--- src/rtl/booth_seq_ctrl.sv ---
// Iterative radix-2 Booth multiplier sequencer.
// Takes a signed operand pair, runs WIDTH_IN add/sub+shift steps, and returns the signed product.
module booth_seq_ctrl #(
    parameter int WIDTH_IN = 16,
    parameter int WIDTH_PP = 33
) (
    input  logic                    clk,
    input  logic                    reset,
    input  logic                    in_valid,
    output logic                    in_ready,
    input  logic [WIDTH_IN-1:0]     in_a,
    input  logic [WIDTH_IN-1:0]     in_b,
    output logic                    out_valid,
    input  logic                    out_ready,
    output logic [2*WIDTH_IN-1:0]   out_product,
    output logic                    busy
);

    localparam int AW = WIDTH_IN + 1;
    localparam int CW = $clog2(WIDTH_IN) + 1;
    localparam logic [CW-1:0] LAST_STEP = CW'(WIDTH_IN - 1);

    typedef enum logic [1:0] {
        IDLE,
        CALC,
        DONE
    } state_t;

    state_t              state;
    logic [WIDTH_PP-1:0] pp;
    logic                q_1;
    logic [AW-1:0]       mcand;
    logic [CW-1:0]       count;

    logic [AW-1:0]       acc_a;
    logic [WIDTH_IN-1:0] acc_q;
    logic [AW-1:0]       sum_a;
    logic [AW-1:0]       next_a;
    logic [WIDTH_IN-1:0] next_q;

    // One Booth step: pick add/sub/none from {Q[0], q_1}, then shift {A,Q,q_1} right arithmetically.
    always_comb begin
        acc_a = pp[WIDTH_PP-1 -: AW];
        acc_q = pp[WIDTH_IN-1:0];
        case ({acc_q[0], q_1})
            2'b01:   sum_a = acc_a + mcand;
            2'b10:   sum_a = acc_a - mcand;
            default: sum_a = acc_a;
        endcase
        next_a = {sum_a[AW-1], sum_a[AW-1:1]};
        next_q = {sum_a[0], acc_q[WIDTH_IN-1:1]};
    end

    always_ff @(posedge clk or negedge reset) begin
        if (!reset) begin
            state       <= IDLE;
            pp          <= '0;
            q_1         <= 1'b0;
            mcand       <= '0;
            count       <= '0;
            out_product <= '0;
            in_ready    <= 1'b1;
            out_valid   <= 1'b0;
            busy        <= 1'b0;
        end else begin
            case (state)
                IDLE: begin
                    if (in_valid && in_ready) begin
                        pp       <= {{AW{1'b0}}, in_b};
                        q_1      <= 1'b0;
                        mcand    <= {in_a[WIDTH_IN-1], in_a};
                        count    <= '0;
                        in_ready <= 1'b0;
                        busy     <= 1'b1;
                        state    <= CALC;
                    end
                end
                CALC: begin
                    pp    <= {next_a, next_q};
                    q_1   <= acc_q[0];
                    count <= count + 1'b1;
                    // The product is the low WIDTH_IN bits of A plus Q; A's extra bit only guards overflow.
                    if (count == LAST_STEP) begin
                        out_product <= {next_a[WIDTH_IN-1:0], next_q};
                        out_valid   <= 1'b1;
                        state       <= DONE;
                    end
                end
                DONE: begin
                    if (out_ready) begin
                        out_valid <= 1'b0;
                        in_ready  <= 1'b1;
                        busy      <= 1'b0;
                        state     <= IDLE;
                    end
                end
                default: begin
                    state     <= IDLE;
                    in_ready  <= 1'b1;
                    out_valid <= 1'b0;
                    busy      <= 1'b0;
                end
            endcase
        end
    end

endmodule

--- config.mk ---
export PLATFORM = sky130hd
export DESIGN_NAME = booth_seq_ctrl
export DESIGN_NICKNAME = d
export VERILOG_FILES = /design/src/rtl/booth_seq_ctrl.sv
export SDC_FILE = /design/constraint.sdc
export NUM_CORES = 1
export LEC_CHECK = 0
export ABC_AREA = 1
export CORE_MARGIN = 3
export CORE_UTILIZATION = 29
export CTS_BUF_LIST = sky130_fd_sc_hd__clkbuf_8
export CTS_CLUSTER_SIZE = 28
export DETAILED_ROUTE_END_ITERATION = 8
export HOLD_SLACK_MARGIN = 0.02
export PLACE_DENSITY = 0.54
export SLEW_MARGIN = 20
export SYNTH_ARGS = -nofsm -noshare
export SYNTH_HDL_FRONTEND = slang
export SYNTH_SLANG_ARGS = --single-unit
--- constraint.sdc ---
create_clock -name clk -period 3.48 [get_ports clk]
set_input_delay 0.522 -clock clk [delete_from_list [all_inputs] [get_ports clk]]
set_output_delay 0.522 -clock clk [all_outputs]
set_load 0.01 [all_outputs]
==> impl_results.md <==
* Status: complete, no violations
* Synth top area cells: dfrtp_1 44%, nand2_1 13%, inv_1 6.0%
* Crit path buf inv count at 4
* Req. time, crit path at between 3 and 4 ns
* Die Y at between 100 and 150 um
* Fmax at about 330 MHz
* Reg clk slew, reported paths at ~0.10 ns
* Distinct cell type count after synthesis at 40
* Worst setup SP type: flop
* Most common cell on crit path: nand2_1
* Post-CTS Hold Buffers at 0
* Iteration count of the initial detailed-routing pass at 4
* CTS sink count at 91
* RSZ-0062 raised after global routing: false
* Vias after detailed routing at between 4,000 and 5,000
* Worst Hold Slack at 0.177 ns
* Slew margin rel. at 43.7%
* Largest area contributor in the netlist: dfrtp_1
* Tmin final at about 3.0 ns
* Multi-input gate area at 2390 um^2
* Num rows at 47
* Mapped cell area at between 5000 and 6000 um^2
* FF+latch count, synth at 91
* Ys async rst share at between 90% and 100%
* Vias in the first global route at between 4,000 and 5,000
* Final hold vios at 0
* Top-area cell type share of the netlist area at 44.0%
* Max cap viols at 0
* CTS tree: done
* Share of layout cells above drive strength 1 at around 7.4%
* CP cell instances: inv_1 > ha_1 > inv_1 > o31ai_1 > xor2_1 > inv_1 > ha_1 > nand2_1 > inv_1 > a21oi_1 > nand2_1 > a21oi_1 > xor2_1 > nand2_1 > nand2_1 > nand2_1 > nand2_1
* CP arrival at ~3.3 ns
* First-pass GRT wire length at between 20,000 and 25,000 um
* Iter 0 DRT Violations at about 220
* Setup bufs post-CTS at 0
* Post-synth EDFFs at 0
* Routed WL per cell at ~14 um
* Port-buffer cells at 70
* # IOs at slightly above 70
* Worst hold path class: input pin to asynchronous set/reset pin
* Final WL at about 13,000 um
* Residual DRC count at 0
* CTS Root Cell: clkbuf_8
* Critical path endpoint category: flop
* Net Count, Synth at a little under 700
* Largest net degree at the start of global routing at 80
* Clk Latency, worst-skew pair at roughly 0.38 ns
* Cell count after synthesis at approximately 640
* Sequential area share after synthesis at 44.5%
* N_diodes at 0
* P&R area growth vs syn at 21.0%
* CORE AREA at approximately 17,000 um^2
* Clock Skew at ~0.016 ns
* DP HPWL at about 9400 um
* CTS Buf Count at 9
* Die area at 19,300 um^2
* CP max stage cell: ha_1
* Crit Path Max Fanout at 13
* Period Utilization, post-route at just under 90%
* Fillers at 1,761
* Post-synth top flop: dfrtp_1
* Register area at ~2300 um^2
* Remaining antenna violation count after routing at 0
* Slew at the pin closest to its max-slew limit at 0.843 ns
* Max Slew Vio Count at 0
* Reg2reg setup slack at about 0.46 ns
* Crit path kind: flop to flop
* Initial core utilization at 30.2%
* Delay-heaviest family, CP: adder cells
* Yosys Warn Count at 0
* Die width at 139 um
* Final setup vio count at 0
* Syn avg cell area at roughly 8.0 um^2
* CTS max path bufs at 2
* Fin area at about 6200 um^2
* Fin Setup TNS at 0 ns
* Gpl congestion at between 0.9 and 1
* Total GRT Usage at 13.7%
* H-tree levels at 3
* GR Overflow Total at 0
* Antenna violations before repair at 0
* Post-CTS Resized at 0
* Vias per Instance at 4.67
* Largest stage delay, worst path at approximately 0.4 ns
* Nets at ~760
* Placed Instance Area at roughly 6000 um^2
==> logic make-up (layout without fill, tap and decap cells) <==
kind of cell	after synthesis	count (layout)	share of synthesized area [%]
compound gates	114	114	14.3
fa+ha+maj	21	21	5.28
mux	8	8	1.74
simple gates	276	276	22.6
flops	91	91	44.5
buf+inv	109	177	8.73
xor+xnor	17	17	2.91
==> final timing paths <==
kind                                        startpoint                     endpoint  cells past startpoint
max                                    q_1$_DFFE_PN0P_           pp[27]$_DFFE_PN0P_                     17
min                                              reset   out_product[3]$_DFFE_PN0P_                      1
max reg2reg                            q_1$_DFFE_PN0P_           pp[27]$_DFFE_PN0P_                     17
min reg2reg                out_product[27]$_DFFE_PN0P_  out_product[27]$_DFFE_PN0P_                      2
max in group asynchronous                        reset   out_product[9]$_DFFE_PN0P_                      2
min in group clk           out_product[27]$_DFFE_PN0P_  out_product[27]$_DFFE_PN0P_                      2
==> cell type report <==
type,count,area share [%]
Multi-Input combinational cell,436,38.6
Clock buffer,9,2.00
Clock inverter,7,0.990
Sequential cell,91,36.8
Timing Repair Buffer,74,11.8
Tap cell,220,4.45
Inverter,87,5.31
==> through the flow <==
| step | util [%] | worst slack, ns | cells |
|---|---|---|---|
| finish | 36.6 | 0.457 | 924 |
| global route | 36.6 | 0.0327 | 924 |
| CTS | 36.5 | 0.427 | 924 |
| detailed placement | 35.4 | 0.452 | 908 |
| global placement | 35.4 | 0.537 | 908 |
| floorplan | - | 0.973 | 636 |
==> cells in the final DEF, fill, tap and decap left out, types with 3 or more instances in the layout <==
cell type,synthesis,final
nand2_1,174,174
o21ai_0,28,28
dfrtp_1,90,90
a31oi_1,5,5
clkbuf_8,0,9
inv_1,82,83
inv_2,4,4
ha_1,20,20
mux2_2,7,7
a221oi_2,10,10
o22ai_1,8,8
nor2_1,41,41
nand3_1,34,34
xor2_1,14,14
o211ai_1,6,6
buf_4,2,4
o21ai_1,21,21
nand4_1,3,3
a21oi_1,26,26
clkdlybuf4s50_1,0,69
o21bai_1,6,6
nor3_1,11,11
or2_2,4,4
xnor2_1,3,3
==> Yosys cell counts (3+ instances only) <==
master    number
nand2_1      174
dfrtp_1       90
inv_1         82
nor2_1        41
nand3_1       34
o21ai_0       28
a21oi_1       26
o21ai_1       21
ha_1          20
xor2_1        14
nor3_1        11
a221oi_2      10
clkbuf_1       9
o22ai_1        8
mux2_2         7
o211ai_1       6
o21bai_1       6
a31oi_1        5
buf_1          4
buf_2          4
inv_2          4
or2_2          4
buf_6          3
nand4_1        3
xnor2_1        3
==> per-layer routing <==
layer / vias to the layer above / share of wire, % / track usage, %
li1: 2208 / - / -
met1: 2024 / 51 / 19.4
met2: 75 / 44 / 20.9
met3: 11 / 3.6 / 2.76
met4: 0 / 1.4 / 4.63
met5: - / 0 / 0
==> sequential cells by signal, indices dropped and copies added, names as in the netlist <==
register and count:
mcand 16, out_product 32, in_ready 1, pp 32, busy 1, count 5
out_valid 1, state 2, q_1 1
Power is not shown: default switching activity piles up to over one toggle a cycle in this logic, so the estimate is an artifact.
